<file path="src/rtl/image_stride_fifo_reader.sv">
// image_stride_fifo_reader: drains the image stride FIFO one row per burst,
// optionally keeps only even rows/columns, and streams kept words downstream.
//
// Ports:
//   clk, rst                 clock, synchronous active-high reset
//   start                    begin-frame pulse (ignored while busy)
//   col_num, row_num         frame geometry, sampled on accepted start
//   stride_en                1 = stride-2 decimation, sampled on start
//   fifo_dout/empty/m_rdy    FIFO read data, empty flag, registered M_Ready
//   fifo_rd_en, M_count      FIFO read strobe, words required per burst
//   m_data/valid/ready/last  output stream with backpressure
//   busy, done               frame in progress, end-of-frame pulse
module image_stride_fifo_reader #(
    parameter int WIDTH     = 256,
    parameter int ADDR_BITS = 11,
    parameter int ROW_BITS  = 12
) (
    input  logic                 clk,
    input  logic                 rst,
    input  logic                 start,
    input  logic [ADDR_BITS:0]   col_num,
    input  logic [ROW_BITS-1:0]  row_num,
    input  logic                 stride_en,
    input  logic [WIDTH-1:0]     fifo_dout,
    input  logic                 fifo_empty,
    input  logic                 fifo_m_rdy,
    output logic                 fifo_rd_en,
    output logic [ADDR_BITS:0]   M_count,
    output logic [WIDTH-1:0]     m_data,
    output logic                 m_valid,
    input  logic                 m_ready,
    output logic                 m_last,
    output logic                 busy,
    output logic                 done
);

    typedef enum logic [2:0] {
        IDLE,
        WAIT_ROW,
        READ_ROW,
        GAP,
        FLUSH
    } state_e;

    state_e              state_q;
    logic [ADDR_BITS:0]  col_q;
    logic [ADDR_BITS:0]  col_cnt_q;
    logic [ROW_BITS-1:0] row_q;
    logic [ROW_BITS-1:0] row_cnt_q;
    logic                stride_q;
    logic                busy_q;
    logic                done_q;
    logic                gap_q;
    logic                infl_q;
    logic                infl_last_q;

    logic [WIDTH-1:0]    data0_q;
    logic [WIDTH-1:0]    data1_q;
    logic                last0_q;
    logic                last1_q;
    logic [1:0]          occ_q;

    logic [ADDR_BITS:0]  col_m1;
    logic [ADDR_BITS:0]  last_col;
    logic [ROW_BITS-1:0] row_m1;
    logic [ROW_BITS-1:0] last_row;
    logic                pop;
    logic                keep_now;
    logic                last_now;
    logic                space;
    logic                rd_en;
    logic                col_end;
    logic                row_end;
    logic                flush_ok;

    assign col_m1   = col_q - 1'b1;
    assign row_m1   = row_q - 1'b1;
    // With decimation the last kept index is the largest even one.
    assign last_col = stride_q ? {col_m1[ADDR_BITS:1], 1'b0} : col_m1;
    assign last_row = stride_q ? {row_m1[ROW_BITS-1:1], 1'b0} : row_m1;

    assign col_end  = (col_cnt_q == col_m1);
    assign row_end  = (row_cnt_q == row_m1);
    assign keep_now = !stride_q || (!row_cnt_q[0] && !col_cnt_q[0]);
    assign last_now = keep_now && (row_cnt_q == last_row)
                      && (col_cnt_q == last_col);

    assign m_valid  = (occ_q != 2'd0);
    assign m_data   = data0_q;
    assign m_last   = m_valid && last0_q;
    assign pop      = m_valid && m_ready;

    // Skid slots plus the kept read in flight must fit in two entries;
    // a pop this cycle frees a slot, which sustains one word per cycle.
    assign space    = ({1'b0, occ_q} + {2'b00, infl_q}) < (3'd2 + {2'b00, pop});
    // Discarded words never land in the skid, so they need no room.
    assign rd_en    = (state_q == READ_ROW) && !fifo_empty
                      && (!keep_now || space);
    assign flush_ok = !infl_q && ((occ_q == 2'd0) || (occ_q == 2'd1 && pop));

    assign fifo_rd_en = rd_en;
    assign M_count    = busy_q ? col_q : '0;
    assign busy       = busy_q;
    assign done       = done_q;

    always_ff @(posedge clk) begin
        if (rst) begin
            state_q     <= IDLE;
            col_q       <= '0;
            row_q       <= '0;
            stride_q    <= 1'b0;
            col_cnt_q   <= '0;
            row_cnt_q   <= '0;
            busy_q      <= 1'b0;
            done_q      <= 1'b0;
            gap_q       <= 1'b0;
            infl_q      <= 1'b0;
            infl_last_q <= 1'b0;
        end else begin
            done_q      <= 1'b0;
            infl_q      <= rd_en && keep_now;
            infl_last_q <= rd_en && last_now;
            unique case (state_q)
                IDLE: begin
                    if (start) begin
                        if (col_num == '0 || row_num == '0) begin
                            done_q <= 1'b1;
                        end else begin
                            col_q     <= col_num;
                            row_q     <= row_num;
                            stride_q  <= stride_en;
                            col_cnt_q <= '0;
                            row_cnt_q <= '0;
                            busy_q    <= 1'b1;
                            state_q   <= WAIT_ROW;
                        end
                    end
                end
                WAIT_ROW: begin
                    if (fifo_m_rdy) state_q <= READ_ROW;
                end
                READ_ROW: begin
                    if (rd_en) begin
                        if (col_end) begin
                            col_cnt_q <= '0;
                            row_cnt_q <= row_cnt_q + 1'b1;
                            gap_q     <= 1'b0;
                            state_q   <= row_end ? FLUSH : GAP;
                        end else begin
                            col_cnt_q <= col_cnt_q + 1'b1;
                        end
                    end
                end
                // M_Ready lags reads by two cycles, so it is stale here.
                GAP: begin
                    gap_q <= 1'b1;
                    if (gap_q) state_q <= WAIT_ROW;
                end
                FLUSH: begin
                    if (flush_ok) begin
                        done_q  <= 1'b1;
                        busy_q  <= 1'b0;
                        state_q <= IDLE;
                    end
                end
                default: state_q <= IDLE;
            endcase
        end
    end

    always_ff @(posedge clk) begin
        if (rst) begin
            data0_q <= '0;
            data1_q <= '0;
            last0_q <= 1'b0;
            last1_q <= 1'b0;
            occ_q   <= 2'd0;
        end else begin
            case ({infl_q, pop})
                2'b10: begin
                    if (occ_q == 2'd0) begin
                        data0_q <= fifo_dout;
                        last0_q <= infl_last_q;
                    end else begin
                        data1_q <= fifo_dout;
                        last1_q <= infl_last_q;
                    end
                    occ_q <= occ_q + 2'd1;
                end
                2'b01: begin
                    data0_q <= data1_q;
                    last0_q <= last1_q;
                    occ_q   <= occ_q - 2'd1;
                end
                2'b11: begin
                    if (occ_q == 2'd1) begin
                        data0_q <= fifo_dout;
                        last0_q <= infl_last_q;
                    end else begin
                        data0_q <= data1_q;
                        last0_q <= last1_q;
                        data1_q <= fifo_dout;
                        last1_q <= infl_last_q;
                    end
                end
                default: ;
            endcase
        end
    end

endmodule

</file>
<file path="config.mk">
export PLATFORM = sky130hd
export DESIGN_NAME = image_stride_fifo_reader
export DESIGN_NICKNAME = d
export VERILOG_FILES = /design/src/rtl/image_stride_fifo_reader.sv
export SDC_FILE = /design/constraint.sdc
export NUM_CORES = 1
export LEC_CHECK = 0
export CAP_MARGIN = 20
export CORE_UTILIZATION = 35
export DETAILED_ROUTE_END_ITERATION = 8
export PLACE_DENSITY = 0.68
export RECOVER_POWER = 25
export SLEW_MARGIN = 20
export SYNTH_ARGS = -nofsm -noshare
export SYNTH_HDL_FRONTEND = slang
export SYNTH_SLANG_ARGS = --single-unit
</file>
<file path="constraint.sdc">
create_clock -name clk -period 4.2 [get_ports clk]
set_input_delay 0.84 -clock clk [delete_from_list [all_inputs] [get_ports clk]]
set_output_delay 0.84 -clock clk [all_outputs]
set_load 0.005 [all_outputs]
</file>
==> results summary, run 1 <==
The peak supply drop is 0.3630 mV. The category of the worst setup path capture point is an output port. The number of max-slew violations in the final report came out at 29.

The core outline area came out at 0.06354 sq mm. At the end of the flow, the number of nets in the layout was 3,489. The final critical delay including setup and external delays is 3.854 ns.

The post-synthesis instance area is 0.02268 sq mm. Of all flip-flops after synthesis, the portion carrying an async set or reset was 0%. The sequential group share of total power came out at 36.7%. After clock tree synthesis, the clock-pin slew on the worst setup and hold paths is 0.06 ns. The endpoint arrival time on the critical path is 3.01 ns. The post-CTS setup-driven buffer insertion count is 0. The detailed-placement wirelength estimate came out at 47,930 microns. After detailed routing, the number of remaining DRC violations is 0.

The average cell area after synthesis is 8.220 sq um. The count of vias placed by the detailed router is 21,690. The number of synthesis warnings is 0. The share of post-route cells with drive strength above 1 is 5.470%. The run finished, with violations left.

The startpoint-to-endpoint class of the critical path is flip-flop to output port. The routed wire length is 73,840 microns. The path class of the lowest-slack min-delay path is flip-flop to flip-flop.

The global-route wire length before repair came out at 115,400 microns. The endpoint required time on the critical path came out at 3.36 ns. The critical path starts at occ_q[0]. Synthesis handed over a netlist of 2,759 instances. For this design the static power due to leakage is 11.11 nW.

The initial standard-cell utilization of the core came out at 35.69%. The count of max-cap constraint violations came out at 1. The count of instances resized after the clock tree is built came out at 0. The count of port buffers added during placement is 559. The overall die height is 256.6 microns. The worst register-to-register path begins at state_q[2]. The H-tree depth came out at 2.

The final critical-path share of the clock period is 91.75%. TritonCTS built the clock tree. Setup repair after global routing left no endpoint under its margin. The remaining max-slew budget at the tightest pin came out at -23.61%. The highest achievable clock rate is 259.5 MHz. The number of iterations in the first detailed-routing pass is 5. The post-route cell area came out at 0.03133 sq mm.

The transition at the pin with the smallest max-transition slack came out at 1.854 ns. The count of boundary I/O pins is 560. The placer congestion estimate is 0.8439. The number of global-route vias before repair came out at 20,080.

The checks that failed: max-capacitance violations, max-slew violations. The initial antenna violation count is 13. The clock network fraction of design power came out at 28.7%. The placed cell area is 0.02922 sq mm.

The maximum number of pins on one net before global-route repair came out at 136. The overall overflow remaining after global route is 0. In this run the most critical hold path is launched from data1_q[238]. The clock sink total is 573.

The die width came out at 256.6 microns. The critical path launch point type is a flip-flop. The number of nets in the synthesized netlist came out at 3,057.

The number of buffers on the longest clock path is 3. The later-pin clock latency in the skew report is 0.62 ns. The internal power came out at 0.01300 W.

The sequential element share of the synthesized area came out at 50.58%. The row count is 92. The number of clock buffers added by TritonCTS is 61. The net switching share of the total power is 33.30%. The mean number of vias per cell came out at 5.299. The combinational share of power came out at 34.6%. The number of library cell types mapped by synthesis is 56.

The overall die area is 0.06582 sq mm. In this run the power density over the cells is 622.0 mW/mm^2. Adding up every negative setup slack in the final design gives 0 ns.

Along the worst path, the maximum fanout reaches 6. Synthesis inferred 573 register bits. The number of flops mapped to enable cells by yosys came out at 0. Setup violations remaining at the end of the flow were counted as 0. The layout-stage area growth over the synthesis result came out at 38.13%. In this run, post-CTS hold repair placed 0 buffers. Across every metal layer, demand over resource in global routing totals 21.51%. In this run the clock root is driven by a sky130_fd_sc_hd__clkbuf_16. The count of final hold-check violations was 0. The power dissipated by switching net loads came out at 0.006488 W. After the first detailed-routing iteration, the DRC count stood at 1,840. For the final database, setup skew stands at 0.01886 ns. The remaining antenna violation count is 0.

The most used flip-flop cell after synthesis is sky130_fd_sc_hd__dfxtp_1. The wire length per cell came out at 18.05 microns.
## worst max-delay path: stages, from the launching register on
cell	delay (ns)
sky130_fd_sc_hd__dfxtp_1	0.39
sky130_fd_sc_hd__inv_1	0.06
sky130_fd_sc_hd__ha_1	0.29
sky130_fd_sc_hd__or3b_2	0.48
sky130_fd_sc_hd__a21oi_1	0.20
sky130_fd_sc_hd__o211ai_1	0.17
sky130_fd_sc_hd__inv_1	0.24
sky130_fd_sc_hd__clkdlybuf4s50_1	0.55
## cells in the mapped netlist (3+ instances only)
cell type                  number  area, sq um
sky130_fd_sc_hd__nor3b_1        4        30.03
sky130_fd_sc_hd__and3_1         5        31.28
sky130_fd_sc_hd__o21ai_0       12        60.06
sky130_fd_sc_hd__a21o_1         3        22.52
sky130_fd_sc_hd__or3_1          7        43.79
sky130_fd_sc_hd__nor2_1       311         1167
sky130_fd_sc_hd__buf_2          4        20.02
sky130_fd_sc_hd__a21oi_1      281         1406
sky130_fd_sc_hd__o31ai_1       10        75.07
sky130_fd_sc_hd__a31oi_1        4        25.02
sky130_fd_sc_hd__or4_1         11        82.58
sky130_fd_sc_hd__nand3b_1       3        22.52
sky130_fd_sc_hd__nor2b_1        5        31.28
sky130_fd_sc_hd__xnor2_1       19        166.4
sky130_fd_sc_hd__a221oi_1     258         2260
sky130_fd_sc_hd__nor4_1        13        81.33
sky130_fd_sc_hd__clkbuf_1     238        893.4
sky130_fd_sc_hd__nand4_1        7        43.79
sky130_fd_sc_hd__nand3_1       14        70.07
sky130_fd_sc_hd__ha_1          11        137.6
sky130_fd_sc_hd__and2_1        16        100.1
sky130_fd_sc_hd__buf_1         13        48.80
sky130_fd_sc_hd__a211oi_1       4        30.03
sky130_fd_sc_hd__mux2i_1       26        260.3
sky130_fd_sc_hd__nand2_1      538         2019
sky130_fd_sc_hd__nor3_1       280         1401
sky130_fd_sc_hd__and4_1         4        35.03
sky130_fd_sc_hd__xor2_1        20        175.2
sky130_fd_sc_hd__dfxtp_1      573        11470
sky130_fd_sc_hd__inv_1         19        71.32
sky130_fd_sc_hd__nand2b_1       9        56.30
sky130_fd_sc_hd__or4_4          3        33.78
## final timing paths
path | endpoint | slack (ns) | cells past startpoint
worst max-delay path | fifo_rd_en | 0.35 | 7
worst min-delay path | data1_q[238] | 0.45 | 2
worst max register to register | col_cnt_q[11] | 0.79 | 7
worst min register to register | data1_q[238] | 0.45 | 2
## logic make-up (layout without fill, tap and decap cells)
kind of cell	count (synthesis)	count (layout)	synth area share, %
other	0	10	0
AO/OA/AOI/OAI	592	592	17.86
XOR/XNOR	39	39	1.506
adder cells (fa/ha/maj)	11	11	0.6069
multiplexers	27	27	1.197
flip-flops	573	573	50.58
buffers and inverters	276	753	4.656
AND/OR/NAND/NOR	1241	1241	23.60
## stage by stage
step | util (%) | std cells | hold WS, ns | power [W] | setup slack [ns]
floorplan | - | 2759 | 0.4319 | 0.01059 | 1.099
global placement | 45.99 | 3974 | 0.4410 | 0.01419 | 0.4531
detailed placement | 45.99 | 3974 | 0.4461 | 0.01425 | 0.4342
CTS | 49.27 | 4082 | 0.4547 | 0.01992 | 0.3122
global route | 49.30 | 4092 | 0.4667 | 0.02063 | 0.1651
finish | 49.30 | 4092 | 0.4523 | 0.01948 | 0.3464
## power by group through the flow
stage	clock network (W)	logic [W]	registers, W
after floorplan	0	0.00332	0.00728
after global placement	0	0.00695	0.00725
after detailed placement	0	0.00697	0.00728
after CTS	0.00574	0.00701	0.00718
after global routing	0.00596	0.00738	0.00729
final	0.00560	0.00674	0.00714
## layer usage
metal	vias to the layer above	track usage (%)	part of all wire, %
li1	10610	-	-
met1	10260	27.66	42
met2	676	34.44	47
met3	130	5.536	7.5
met4	6	8.168	3.0
met5	-	0	0.054
## layout by cell type, fill, tap and decap left out, types with 11 or more instances in the layout
cell	instances
sky130_fd_sc_hd__dfxtp_1	573
sky130_fd_sc_hd__nor3_1	280
sky130_fd_sc_hd__nand3_1	14
sky130_fd_sc_hd__and2_1	16
sky130_fd_sc_hd__xor2_1	20
sky130_fd_sc_hd__a21oi_1	279
sky130_fd_sc_hd__dlygate4sd3_1	182
sky130_fd_sc_hd__a221oi_1	258
sky130_fd_sc_hd__mux2i_1	26
sky130_fd_sc_hd__clkbuf_16	61
sky130_fd_sc_hd__nand2_1	538
sky130_fd_sc_hd__nor4_1	13
sky130_fd_sc_hd__o21ai_0	12
sky130_fd_sc_hd__xnor2_1	19
sky130_fd_sc_hd__ha_1	11
sky130_fd_sc_hd__buf_4	41
sky130_fd_sc_hd__inv_1	19
sky130_fd_sc_hd__clkdlybuf4s50_1	376
sky130_fd_sc_hd__buf_12	25
sky130_fd_sc_hd__clkbuf_8	14
sky130_fd_sc_hd__nor2_1	311
sky130_fd_sc_hd__clkbuf_1	14
sky130_fd_sc_hd__or4_1	11
## flip-flops by register name (all words and copies together), names as in the netlist, 2 cells and up
register,flops
m_data,256
data1_q,256
col_q,12
col_cnt_q,12
occ_q,2
row_q,12
row_cnt_q,12
state_q,3
## cell type report
class / count / area [sq um]
Multi-Input combinational cell: 1910 / 10200
Timing Repair Buffer: 626 / 6412
Inverter: 19 / 71.32
Fill cell: 6065 / 32210
Clock inverter: 20 / 315.3
Tap cell: 846 / 1059
Antenna cell: 10 / 25.02
Clock buffer: 88 / 1768
Sequential cell: 573 / 11470
Power figures use the tool's default switching activity.
==> run 2: changes to the inputs <==
- CORE_MARGIN: default -> 5
- CTS_CLUSTER_SIZE: default -> 20
- GPL_TIMING_DRIVEN: default -> 0
==> results summary, run 2 (synthesis gave the netlist of run 1 again) <==
The run finished with clean final reports. The final total negative setup slack is 0 ns (unchanged). The mean number of vias per cell came to 5.295 (about the same). The count of instances resized after the clock tree is built is 0 (unchanged). The total routing resource utilization after global routing came out at 23.00% (+1.5 points). The leading cell type in the layout, fill and taps excluded is sky130_fd_sc_hd__dfxtp_1. The endpoint required time on the critical path came to 3.36 ns (about the same). The TritonCTS buffer count came out at 59 (-3.3%). The TritonCTS clock tree is done. The overall die height is 264.6 microns (+3.1%). The clock sink total came to 573 (unchanged). The remaining max-slew budget at the tightest pin came out at 25.60% (+49 points).

The violation count after the first detailed-route iteration is 1,741 (-5.4%). The delay of the slowest critical-path stage came out at 0.61 ns (+0.06 ns). The critical path depth in cells is 7 (unchanged). The number of iterations in the first detailed-routing pass came out at 6 (+1).

The count of buffer and inverter cells on the critical path is 3 (unchanged). The number of max-slew violations in the final report is 0 (-100%). The library cells used most frequently in the layout, excluding fill and tap cells, are sky130_fd_sc_hd__dfxtp_1 (573), sky130_fd_sc_hd__nand2_1 (538), sky130_fd_sc_hd__clkdlybuf4s50_1 (351), sky130_fd_sc_hd__nor2_1 (311), sky130_fd_sc_hd__a21oi_1 (281). The worst setup path is captured at an output port. The worst hold path depth came out at 2 (unchanged). The endpoint arrival time on the critical path is 3.18 ns (+0.17 ns). The overall die area is 0.06999 sq mm (+6.3%).

The signal on the critical path passes through inv_1 > ha_1 > or3b_2 > a21oi_1 > o211ai_1 > inv_1 > clkdlybuf4s50_1. The path depth of the worst reg2reg path is 13 (+6). The min-delay analysis places its worst path in the category flip-flop to flip-flop.

The wire length per cell came out at 19.99 microns (+11%). Setup repair after global routing left no endpoint under its margin. The DRC violation count after routing is 0 (unchanged).

The final critical-path share of the clock period came out at 95.82% (+4.1 points). The final core utilization came to 48.76% (-0.54 points). The setup violation total in the final timing report is 0 (unchanged). The maximum number of pins on one net before global-route repair came to 18 (-87%). The global-route wire length before repair is 129,100 microns (+12%). The number of buffers on the longest clock path was 3 (unchanged).

The remaining antenna violation count came out at 0 (unchanged). The count of final hold-check violations came out at 0 (unchanged). The initial antenna violation count came out at 21 (+8).

The transition at the pin with the smallest max-transition slack came out at 1.116 ns (-0.7382 ns). The setup clock skew after layout is 0.02099 ns (+0.002127 ns). The detailed-placement wirelength estimate is 63,920 microns (+33%). The number of global-route vias before repair is 21,380 (+6.5%). The post-CTS setup-driven buffer insertion count is 0 (unchanged). The final critical delay including setup and external delays was 4.024 ns (+0.1706 ns).

STA classifies the critical path startpoint as a flip-flop. The H-tree depth came out at 2 (unchanged). The family of cells with the greatest summed delay on the critical path is buffers and inverters. The library cell appearing most often on the critical path is sky130_fd_sc_hd__inv_1. The count of port buffers added during placement came out at 558 (-0.18%).

The startpoint-to-endpoint class of the critical path is flip-flop to output port. The die width came out at 264.6 microns (+3.1%). The total number of nets in the final design came out at 3,676 (+5.4%). The overall overflow remaining after global route is 0 (unchanged). The largest driver fanout on the critical path is 6 (unchanged). The count of max-cap constraint violations came to 0 (-1). The clock transition at the register clock pins on the worst setup and hold paths after CTS is 0.06 ns (about the same). The master cell of the clock root buffer is sky130_fd_sc_hd__clkbuf_16. The number of fill cells in the layout was 6,181 (+1.9%). The row count is 93 (+1.1%).

The cts-stage hold buffer count is 0 (unchanged). The count of vias placed by the detailed router came out at 22,740 (+4.9%). The peak supply drop came out at 0.3696 mV (+1.8%).

The layout-stage area growth over the synthesis result came out at 38.34%. The later-pin clock latency in the skew report came out at 0.63 ns (about the same). The routed wire length came out at 85,820 microns (+16%). The placer congestion estimate came out at 0.9131 (+8.2%). The slowest stage of the critical path is the sky130_fd_sc_hd__clkdlybuf4s50_1 cell. The leakage power figure came to 11.01 nW (-0.89%). The count of boundary I/O pins came out at 560 (unchanged). The share of post-route cells with drive strength above 1 is 3.096% (-2.4 points).

The cell area power density was 614.4 mW/mm^2 (-1.2%). The initial standard-cell utilization of the core is 35.24% (-0.45 points). The highest achievable clock rate came out at 248.5 MHz (-4.2%). The core outline area was 0.06435 sq mm (+1.3%).
[run 2: changes by cell type in the layout (fill, tap and decap cells not counted), moves of 4 or more]
cell	before	now
sky130_fd_sc_hd__buf_12	25	0
sky130_fd_sc_hd__buf_1	0	13
sky130_fd_sc_hd__buf_4	41	0
sky130_fd_sc_hd__buf_2	0	4
sky130_fd_sc_hd__dlygate4sd3_1	182	207
sky130_fd_sc_hd__clkdlybuf4s50_1	376	351
sky130_fd_sc_hd__clkbuf_1	14	255
sky130_fd_sc_hd__diode_2	10	15
[run 2: power by group]
part	leakage (nW)	total, W	switching [W]	internal, W
Clock	0.969	0.00538	0.00226	0.00312
Sequential	4.65	0.00718	0.000636	0.00655
Combinational	5.39	0.00672	0.00379	0.00293
[run 2: worst paths after layout]
check                to  slack (ns)        start
min             last1_q        0.45  infl_last_q
min reg2reg     last1_q        0.45  infl_last_q
max reg2reg  m_data[19]        0.44     occ_q[0]
max          fifo_rd_en        0.18     occ_q[0]
[run 2: per-layer routing]
layer | vias to the layer above | global-route usage (%) | part of all wire [%]
li1 | 11010 | - | -
met1 | 10830 | 28.95 | 41
met2 | 739 | 38.81 | 48
met3 | 139 | 6.200 | 7.7
met4 | 14 | 6.937 | 2.9
met5 | - | 0 | 0.12
[run 2: cell type report]
cell class              count  area, sq um  area share [%]
repair buffers            558         5585           17.80
flip-flops and latches    573        11470           36.56
clock inverters            16        256.5          0.8175
plain buffers             257        984.7           3.138
well taps                 855         1070           3.410
inverters                  19        71.32          0.2273
diodes                     15        37.54          0.1196
multi-input cells        1910        10150           32.36
clock buffers              91         1747           5.567
[run 2: worst register-to-register path, stage by stage (launching register included)]
cell	delay, ns
sky130_fd_sc_hd__dfxtp_1	0.40
sky130_fd_sc_hd__inv_1	0.06
sky130_fd_sc_hd__ha_1	0.31
sky130_fd_sc_hd__inv_1	0.14
sky130_fd_sc_hd__nand2_1	0.09
sky130_fd_sc_hd__inv_1	0.10
sky130_fd_sc_hd__ha_1	0.15
sky130_fd_sc_hd__clkbuf_1	0.20
sky130_fd_sc_hd__nand2_1	0.10
sky130_fd_sc_hd__o21ai_1	0.30
sky130_fd_sc_hd__clkbuf_1	0.79
sky130_fd_sc_hd__clkbuf_1	0.62
sky130_fd_sc_hd__a221oi_1	0.23
sky130_fd_sc_hd__nor3_1	0.17
[run 2: stage by stage]
step,total power (W),setup WS [ns],hold WS (ns),instances,cell area (sq um)
floorplan,0.01059,1.099,0.4319,2759,22680
global placement,0.01426,0.01349,0.4408,4172,29330
detailed placement,0.01430,0.004487,0.4461,4172,29330
CTS,0.01973,0.1581,0.4542,4279,31340
global route,0.02041,0.02671,0.4660,4288,31360
finish,0.01928,0.1757,0.4531,4294,31380
==> RTL edit, RTL diff (config.mk and constraints of run 2) <==
The parameter `ROW_BITS` goes from 12 to 16.
--- a/src/rtl/image_stride_fifo_reader.sv
+++ b/src/rtl/image_stride_fifo_reader.sv
@@ -13,7 +13,7 @@
 module image_stride_fifo_reader #(
     parameter int WIDTH     = 256,
     parameter int ADDR_BITS = 11,
-    parameter int ROW_BITS  = 12
+    parameter int ROW_BITS  = 16
 ) (
     input  logic                 clk,
     input  logic                 rst,
Interface: changed (resized row_num); port bits go from 560 to 564. No check against the original RTL was run, so the function may have changed too.
==> RTL edit against run 2 <==
- wire length fell by 0.89%
- total power grew 3.0%
- sequential cell count grew 8
- clock power rose by 6.7%
- area after synthesis grew 2.6%
- sequential share of layout area shrank 0.37 points
- die area rose by 2.5%
- setup slack gained 130 ps
- design area is 2.4% higher
- clock skew increased by 1.1 ps
- critical endpoint unchanged
==> RTL edit: results (changes against run 2) <==
Parameter                              Value

Final layout
  # nets final ... 3739 (+1.7%)
  Post-synthesis to final-layout area growth ... 38.16%
  Multi-input combinational area share ... 0.3267 (+0.003102)
  Final antenna diode count ... 14 (-1)
  Layout clock buffers ... 79 (-13%)
  Filler Cells Inserted ... 6370 (+3.1%)
  Relative area of non-clock buffer cells in the final design ... 0.2074 (-0.002038)
  Number of sequential cells in the layout ... 581 (+1.4%)
  Final clock-cell share ... 0.06668 (+0.002836)

Timing
  Worst setup skew after layout ... 22.12 ps (+1.131 ps)

Synthesis
  Synth Instances ... 2812 (+1.9%)
  Sequential share of the synthesized area ... 0.5000 (-0.005820)
  Most used standard cells in the synthesized netlist ... sky130_fd_sc_hd__dfxtp_1, sky130_fd_sc_hd__nand2_1, sky130_fd_sc_hd__nor2_1
  Synthesized net count ... 3114 (+1.9%)
  Distinct cells, synth ... 72 (+29%)

Global routing
  Met1 GRT Util ... 0.2770 (-0.01250)
  Vias in the first global route ... 22040 (+3.1%)

Place
  Gp weighted congestion ... 0.8806 (-3.6%)

Worst setup path
  Worst Reg2Reg Path Length in Cells ... 11 (-2)
  Endpoint of the worst register-to-register path ... m_data[20]

Outcome
  Result of the run ... finished, final reports clean

Drt
  Detailed-router iteration count before antenna repair ... 7 (+1)
  Via density per instance ... 5.266 (-0.55%)
  Number of vias after detailed routing ... 22990 (+1.1%)
  Met3 WL ... 6.503 mm (-1.5%)
  Initial DRC Count ... 1623 (-6.8%)

Hold path
  Hold-critical path endpoint ... data1_q[92]

Floorplan
  Die Area ... 0.07172 mm² (+2.5%)

Power and ir drop
  Worst VDD drop ... 354.3 µV (-4.1%)
  Leakage power figure ... 11.38 nW (+3.4%)

Clocking
  Total CTS buffers ... 61 (+3.4%)
==> RTL edit: changes by cell type in the layout (fill, tap and decap cells not counted), moves of 7 or more <==
cell                       before  now
sky130_fd_sc_hd__or4_1         11    4
sky130_fd_sc_hd__nand4_1        7   18
sky130_fd_sc_hd__nor4_1        13   21
sky130_fd_sc_hd__clkinv_2       5   17
sky130_fd_sc_hd__clkbuf_1     255  236
sky130_fd_sc_hd__nor2_1       311  328
sky130_fd_sc_hd__nor3_1       280  272
sky130_fd_sc_hd__dfxtp_1      573  581
sky130_fd_sc_hd__xnor2_1       19   29
==> RTL edit: where the power goes <==
part	switching (mW)	total [mW]	internal, mW
clock network	2.32	5.74	3.42
registers	0.621	7.26	6.64
logic	3.83	6.86	3.03
==> RTL edit: cells by family after synthesis <==
group / after synthesis / share of synthesized area
fa+ha+maj: 11 / 0.005916
flops: 581 / 0.5000
xor+xnor: 48 / 0.01872
compound gates: 596 / 0.1778
simple gates: 1263 / 0.2351
buf+inv: 281 / 0.04867
mux: 32 / 0.01377
